==> config.mk <==
export PLATFORM = sky130hd
export DESIGN_NAME = fifo_drain_ctrl
export DESIGN_NICKNAME = d
export VERILOG_FILES = /design/src/rtl/shared_pkg.sv /design/src/rtl/fifo_drain_ctrl_skid_buf2.sv /design/src/rtl/fifo_drain_ctrl.sv
export SDC_FILE = /design/constraint.sdc
export NUM_CORES = 1
export LEC_CHECK = 0
export ABC_AREA = 1
export BUFFER_PORTS_ARGS = -buffer_cell sky130_fd_sc_hd__buf_2
export CAP_MARGIN = 0
export CORE_MARGIN = 3
export CORE_UTILIZATION = 59
export DETAILED_ROUTE_END_ITERATION = 10
export PLACE_DENSITY_LB_ADDON = 0.08
export SKIP_LAST_GASP = 1
export SLEW_MARGIN = 20
export SYNTH_ARGS = -nofsm -noshare
export SYNTH_HDL_FRONTEND = slang
export SYNTH_HIERARCHICAL = 1
export SYNTH_SLANG_ARGS = --single-unit
==> constraint.sdc <==
create_clock -name clk -period 3.8 [get_ports clk]
set_input_delay 0.76 -clock clk [delete_from_list [all_inputs] [get_ports clk]]
set_output_delay 0.76 -clock clk [all_outputs]
set_load 0.1 [all_outputs]
==> src/rtl/shared_pkg.sv <==
// Shared constants and types for the FIFO and its read-side drain controller.
// Latency: none (declarations only).
// Backpressure: not applicable.
package shared_pkg;

   localparam int FIFO_WIDTH = 16;
   localparam int FIFO_DEPTH = 16;

   // Words the drain controller can hold between the FIFO and the consumer.
   localparam int SKID_DEPTH = 2;

   typedef enum logic [1:0] {
      IDLE  = 2'd0,
      RUN   = 2'd1,
      FLUSH = 2'd2
   } drain_state_e;

endpackage

==> src/rtl/fifo_drain_ctrl_skid_buf2.sv <==
// Two-entry in-order register buffer; head is always the oldest stored word.
// Latency: a pushed word is visible at head one edge after the push.
// Backpressure: a push is dropped when full unless a pop happens in the same cycle.
module skid_buf2 import shared_pkg::*; #(
   parameter int DATA_W = FIFO_WIDTH
) (
   input  logic              clk,
   input  logic              rst,
   input  logic              push,
   input  logic [DATA_W-1:0] push_data,
   input  logic              pop,
   output logic [DATA_W-1:0] head,
   output logic [1:0]        occ
);

   logic [DATA_W-1:0] slot0;
   logic [DATA_W-1:0] slot1;
   logic [1:0]        cnt;
   logic              do_pop;
   logic              do_push;

   assign do_pop  = pop && (cnt != 2'd0);
   assign do_push = push && ((cnt < 2'(SKID_DEPTH)) || do_pop);
   assign head    = slot0;
   assign occ     = cnt;

   // Shift toward slot0 on pop; a push lands in the first slot left free.
   always_ff @(posedge clk or posedge rst) begin
      if (rst) begin
         slot0 <= '0;
         slot1 <= '0;
         cnt   <= 2'd0;
      end else begin
         case ({do_push, do_pop})
            2'b10: begin
               if (cnt == 2'd0) slot0 <= push_data;
               else             slot1 <= push_data;
               cnt <= cnt + 2'd1;
            end
            2'b01: begin
               slot0 <= slot1;
               cnt   <= cnt - 2'd1;
            end
            2'b11: begin
               if (cnt == 2'd1) begin
                  slot0 <= push_data;
               end else begin
                  slot0 <= slot1;
                  slot1 <= push_data;
               end
            end
            default: ;
         endcase
      end
   end

endmodule

==> src/rtl/fifo_drain_ctrl.sv <==
// Pops a synchronous FIFO and presents its words as a valid/ready stream.
// Latency: rd_en sampled at edge N, word captured at N+1, m_valid high after N+1.
// Backpressure: at most two words buffered; no read is issued unless a slot is guaranteed.
module fifo_drain_ctrl import shared_pkg::*; #(
   parameter int DATA_W = FIFO_WIDTH,
   parameter int CNT_W  = 16
) (
   input  logic              clk,
   input  logic              rst,
   input  logic              enable,
   input  logic              flush,
   input  logic [DATA_W-1:0] fifo_data_out,
   input  logic              fifo_empty,
   input  logic              fifo_underflow,
   output logic              fifo_rd_en,
   output logic [DATA_W-1:0] m_data,
   output logic              m_valid,
   input  logic              m_ready,
   output logic              busy,
   output logic              done,
   output logic [CNT_W-1:0]  beat_count,
   output logic              err_underflow
);

   drain_state_e state;
   drain_state_e state_nxt;
   logic         inflight;
   logic [1:0]   occ;
   logic         pop;
   logic [2:0]   slots_used;
   logic         flush_done;

   assign m_valid = (occ != 2'd0);
   assign pop     = m_valid && m_ready;

   // Words that will occupy the skid after this edge if no new read is issued.
   assign slots_used = {1'b0, occ} + {2'b00, inflight} - {2'b00, pop};

   assign fifo_rd_en = (state != IDLE) && !fifo_empty && (slots_used < 3'(SKID_DEPTH));
   assign busy       = (state != IDLE) || inflight || (occ != 2'd0);
   assign flush_done = (state == FLUSH) && fifo_empty && !inflight && (occ == 2'd0);

   // Next-state selection; flush outranks enable and is ignored while flushing.
   always_comb begin
      state_nxt = state;
      case (state)
         IDLE: begin
            if (flush)       state_nxt = FLUSH;
            else if (enable) state_nxt = RUN;
         end
         RUN: begin
            if (flush)        state_nxt = FLUSH;
            else if (!enable) state_nxt = IDLE;
         end
         FLUSH: begin
            if (flush_done) state_nxt = IDLE;
         end
         default: state_nxt = IDLE;
      endcase
   end

   // State, read tracking, completion pulse, beat counter and sticky error.
   always_ff @(posedge clk or posedge rst) begin
      if (rst) begin
         state         <= IDLE;
         inflight      <= 1'b0;
         done          <= 1'b0;
         beat_count    <= '0;
         err_underflow <= 1'b0;
      end else begin
         state    <= state_nxt;
         inflight <= fifo_rd_en;
         done     <= flush_done;
         if (pop) beat_count <= beat_count + CNT_W'(1);
         if (fifo_underflow) err_underflow <= 1'b1;
      end
   end

   // The FIFO's registered read data arrives one cycle after rd_en.
   skid_buf2 #(
      .DATA_W (DATA_W)
   ) u_skid (
      .clk       (clk),
      .rst       (rst),
      .push      (inflight),
      .push_data (fifo_data_out),
      .pop       (pop),
      .head      (m_data),
      .occ       (occ)
   );

endmodule

[After elaboration in Yosys (flattened, before gate mapping)]
Cells that the tools add are included.
Operators by class
  reductions and logical operators: 23
  add/subtract/negate cells: 5
  mux-type cells: 13
  magnitude comparators: 2
  equality and inequality tests: 12
Operator list (count)
  two-way mux 16 bit: 4
  one-hot mux 16 bit (3 select lines): 1
  one-hot mux 16 bit (2 select lines): 1
  adder 16 x 1 -> 16 bit, second input constant: 1
  two-way mux 2 bit: 5
  logical AND 1 bit: 8
  != test 2 bit, second input constant: 4
  nonzero test 2 bit: 4
  == test 2 x 1 -> 1 bit, second input constant: 3
  == test 2 bit, second input constant: 3
  != test 3 bit, second input constant: 2
  one-hot mux 2 bit (3 select lines): 1
  AND reduction 3 bit: 2
  zero test 2 bit: 2
  one-hot mux 2 bit (2 select lines): 1
  adder 2 x 1 -> 3 bit: 1
  logical OR 1 bit: 3
  < comparator 3 x 2 -> 1 bit, second input constant: 1
  nonzero test 3 bit: 1
  subtractor 3 x 1 -> 3 bit: 1
  adder 2 x 1 -> 2 bit, second input constant: 1
  zero test 1 bit: 2
  < comparator 2 bit, second input constant: 1
  AND reduction 2 bit: 1
  subtractor 2 x 1 -> 2 bit, second input constant: 1
Storage, ports and cells
  logic and storage cells: 63
  bits in registers: 55
  output and inout port bits: 37

[Depth between registers and ports, before layout]
  word-level depth: 8
  mapped depth: 16
  mapped depth without buffers: 13

[Hierarchy]
Netlist, hierarchy kept.
Modules (own cells, without submodules)
  skid_buf2: cells each 248, area each 1785.5 um^2, times used 1, seq. area each 850.8 um^2
  fifo_drain_ctrl: cells each 137, area each 1164.9 um^2, times used 1, seq. area each 525.5 um^2

[Worst setup path before layout]
No wires, ideal clock.
  path type: input to output
  from: input m_ready
  to: output fifo_rd_en
  arrival: 4.825 ns
  slack: -1.785 ns
  cell stages on the path: 8
  buffers on the path: 0
  cell sequence: inv_1 > nor2_8 > ha_1 > inv_1 > nand2_1 > fa_1 > inv_1 > nor4_1
On the way
  cells in the longest elaborated chain, start to end: 4
Ends and longest elaborated chain
  start, declared: line fifo_drain_ctrl.sv:18  | input logic m_ready,
  logical AND 1 bit: line fifo_drain_ctrl.sv:34  | assign pop = m_valid && m_ready;
  via pop: line fifo_drain_ctrl.sv:29  | logic pop;
  subtractor 3 x 1 -> 3 bit: line fifo_drain_ctrl.sv:37  | assign slots_used = {1'b0, occ} + {2'b00, inflight} - {2'b00, pop};
  < comparator 3 x 2 -> 1 bit: line fifo_drain_ctrl.sv:39  | assign fifo_rd_en = (state != IDLE) && !fifo_empty && (slots_used < 3'(SKID_DEPTH));
  logical AND 1 bit: line fifo_drain_ctrl.sv:39
  end, declared: line fifo_drain_ctrl.sv:15  | output logic fifo_rd_en,
The timed path passes the listed nets, and every way through them passes these cells.

[Final worst setup path]
  from: register u_skid.cnt[1] (netlist: u_skid/occ[1])
  to: output fifo_rd_en
On the way
  cells in the longest elaborated chain, start to end: 5
  elaborated cells on any way between the ends: 6
Ends and longest elaborated chain
  start, declared: line fifo_drain_ctrl_skid_buf2.sv:18  | logic [1:0] cnt;
  start signal, assigned: line fifo_drain_ctrl_skid_buf2.sv:38  | cnt <= cnt + 2'd1;
  start signal, assigned: line fifo_drain_ctrl_skid_buf2.sv:42  | cnt <= cnt - 2'd1;
  nonzero test 2 bit: line fifo_drain_ctrl.sv:33  | assign m_valid = (occ != 2'd0);
  logical AND 1 bit: line fifo_drain_ctrl.sv:34
  via pop: line fifo_drain_ctrl.sv:29
  subtractor 3 x 1 -> 3 bit: line fifo_drain_ctrl.sv:37
  < comparator 3 x 2 -> 1 bit: line fifo_drain_ctrl.sv:39
  logical AND 1 bit: line fifo_drain_ctrl.sv:39
The timed path passes the listed nets, and every way through them passes these cells.

==> out/qor.csv <==
stage;metric;value;unit
status;outcome;completed;
final_layout;syn2layout_area_growth;14.93;%
final_layout;nFillCells;428;
worst_setup_path;cp-end-kind;output pin;
global_routing;track_usage;21.63;%
yosys;synth.cell_area;2950;um^2
clocking;insertion_delay;0.32;ns
floorplan;core_area;4786;um^2
place;placed_cell_area;3302;um^2
yosys;ys_top_cells_by_count;nand2_1 (149), inv_1 (61), dfrtp_1 (55);
worst_setup_path;slowest_delay;0.56;ns
yosys;synth-seq-area-share;46.65;%
routing;vias;2428;
floorplan;die-area;5885;um^2
clocking;cts_made_buffers;5;
clocking;clk_pin_slew;0.10;ns
sta;hold_violations;0;
floorplan;die_w;76.72;um
final_layout;fin_nets;474;
worst_setup_path;worstPathRequired;3.04;ns
yosys;synth_top_area_share;46.65;%
sta;setup_viol;0;
yosys;synth-compound-area-share;4.114;%
yosys;syn-num-nets;416;
worst_setup_path;critPathTopFamily;adder cells;
yosys;synth_mux_area_share;0;%
sta;timing.fmax;297.6;MHz
routing;drt_first_pass_iters;4;
sta;post-route-period-util;88.44;%
yosys;synth_xor_area_share;3.223;%
yosys;ys.flop_type;dfrtp_1;
sta;worstMarginPinSlew;0.7802;ns
sta;period_minus_slack;3.361;ns
final_layout;drive_above_1_share;21.40;%
worst_setup_path;rr_worst_depth;9;
yosys;yosysTopAreaCell;dfrtp_1;
clocking;root_buffer;clkbuf_8;
routing;wirelength;5.840;mm
floorplan;initial_utilization;61.65;%
worst_hold_path;min_delay_worst_endpoint;done$_DFF_PP0_;
yosys;yosys.area_share.simple;31.76;%
worst_setup_path;worst_path_max_delay_cell;dfrtp_1;
yosys;synth-warning-count;6;
clocking;ctsResizeCount;0;
place;place_hpwl;4.215;mm
clocking;clk_path_buf_depth;2;
global_routing;overflow;0;
job;max_cap_viol_count;0;
routing;viasPerCell;4.751;
worst_hold_path;hp-class;reg -> reg;
routing;wl_met2;2.863;mm
routing;wl_met1;2.582;mm
global_routing;grt_pass1_vias;2416;
sta;tns;0;ns
place;place.gp.congestion;0.7982;
worst_hold_path;hp-start;state[0]$_DFFE_PP0P_;
worst_setup_path;crit_chain;nor2_4 -> nor2_8 -> ha_1 -> inv_1 -> nand2_1 -> fa_1 -> inv_1 -> nor4_4 -> buf_12;
yosys;synth_cell_type_count;29;
worst_setup_path;rr_endpoint;u_skid/slot1[0]$_DFFE_PP0P_;
worst_setup_path;cp_num_buf_inv;3;
global_routing;grt_max_degree;35;
yosys;ys_top_cells_by_area;dfrtp_1 (47%), nand2_1 (19%), inv_1 (7.8%);
place;port_buffers;59;
yosys;synthAdderAreaFrac;3.647;%
sta;final_max_slew_viol_count;0;
routing;top_layer_used;met4;
floorplan;num_io_pins;60;
yosys;synth_seq_cells;55;
routing;dr.first_iter.drc_count;123;
final_layout;diodes;0;
yosys;synth.most_common_cell;nand2_1;
worst_setup_path;critPathKind;reg -> out;
clocking;cts_setup_buffers;0;
sta;final.setup_skew;0.007430;ns
worst_setup_path;cp_max_fo;9;
worst_setup_path;critPathLaunchType;flip-flop;
routing;wl_met3;315;um
worst_setup_path;cpMostUsedCell;inv_1;
clocking;htreeDepth;2;
yosys;synth_top_family_by_area;simple AND/OR/NAND/NOR gates;
routing;drtAntennaViolNets;0;
yosys;syn_inst;385;
sta;rsz0062_at_grt;no;
routing;drc_errors;0;
worst_setup_path;cp.arrival;2.60;ns
clocking;cts_tree;yes;
floorplan;die_h;76.72;um
yosys;ys_async_sr_fraction;100.0;%
clocking;clock_sinks;55;
floorplan;row_count;25;
routing;drt-wirelength-per-cell;11.43;um
yosys;avgSynthCellArea;7.663;um^2
yosys;synth_edf_count;0;
worst_setup_path;r2r-start;u_skid/occ[1]$_DFFE_PP0P_;
final_layout;fin_area;3391;um^2
global_routing;grt_first_pass_wirelength;10.37;mm
worst_setup_path;rrSetupSlack;1.01;ns
sta;slew_headroom;47.93;%
global_routing;grt_antenna_before_repair;0;
worst_hold_path;min_delay_path_depth;1;
clocking;cts_hold_buf;0;
## per-layer routing
| layer | global-route usage (%) | up-vias |
|---|---|---|
| met5 | 0 | - |
| met1 | 26.11 | 1114 |
| met3 | 4.930 | 5 |
| met2 | 38.07 | 50 |
| met4 | 7.065 | 0 |
| li1 | - | 1259 |
## stage by stage
step	util, %	hold slack, ns	cells	worst slack (ns)
finish	70.85	0.4656	511	0.4395
floorplan	-	0.4280	385	0.04661
global placement	68.99	0.4471	503	0.4749
CTS	70.85	0.4659	511	0.4011
detailed placement	68.99	0.4507	503	0.4376
global route	70.85	0.4844	511	0.2795
## flip-flops by register name, summed over array words and instances, names as in the netlist
name and cells:
beat_count 16, u_skid/head 16, err_underflow 1, inflight 1, state 2, done 1
u_skid/occ 2, u_skid/slot1 16
## worst max-delay path by stage
stage                                   start          to  depth (start not counted)
floorplan                             m_ready  fifo_rd_en                          8
global placement                      m_ready  fifo_rd_en                         10
detailed placement                    m_ready  fifo_rd_en                         10
CTS                 u_skid/occ[1]$_DFFE_PP0P_  fifo_rd_en                          9
global route        u_skid/occ[1]$_DFFE_PP0P_  fifo_rd_en                          9
finish              u_skid/occ[1]$_DFFE_PP0P_  fifo_rd_en                          9
## cells by family after synthesis
| kind of cell | count (synthesis) |
|---|---|
| compound gates | 23 |
| fa+ha+maj | 8 |
| buf+inv | 75 |
| xor+xnor | 10 |
| flops | 55 |
| simple gates | 214 |
## placed cells by master (no fill, tap or decap), types with 2 or more instances in the layout
cell / Yosys / routed
nor2_1: 28 / 28
buf_2: 4 / 58
clkbuf_8: 0 / 5
nand2_1: 149 / 149
inv_1: 61 / 61
nand2_2: 7 / 7
nand4_1: 5 / 5
nand3_1: 9 / 9
or2_2: 2 / 2
clkinvlp_4: 0 / 2
inv_2: 5 / 5
o21ai_1: 6 / 6
xnor2_1: 5 / 5
nor2_4: 4 / 4
dfrtp_1: 55 / 55
xor2_1: 4 / 4
ha_1: 7 / 7
nor2_2: 3 / 3
o21ai_0: 15 / 15
nand3_2: 2 / 2
## area by class of cell
type	instances	area, um^2	area share (%)
clock buffer	5	68.82	2.030
clock inverter	3	20.02	0.5904
inverter	66	247.7	7.306
multi-input combinational	255	1276	37.64
sequential	55	1376	40.59
tap	67	83.83	2.472
timing repair buffer	60	317.8	9.373
Power is left out: the tool's default activity adds up to more than one toggle a clock period on the data nets, which glitch-free logic cannot reach.
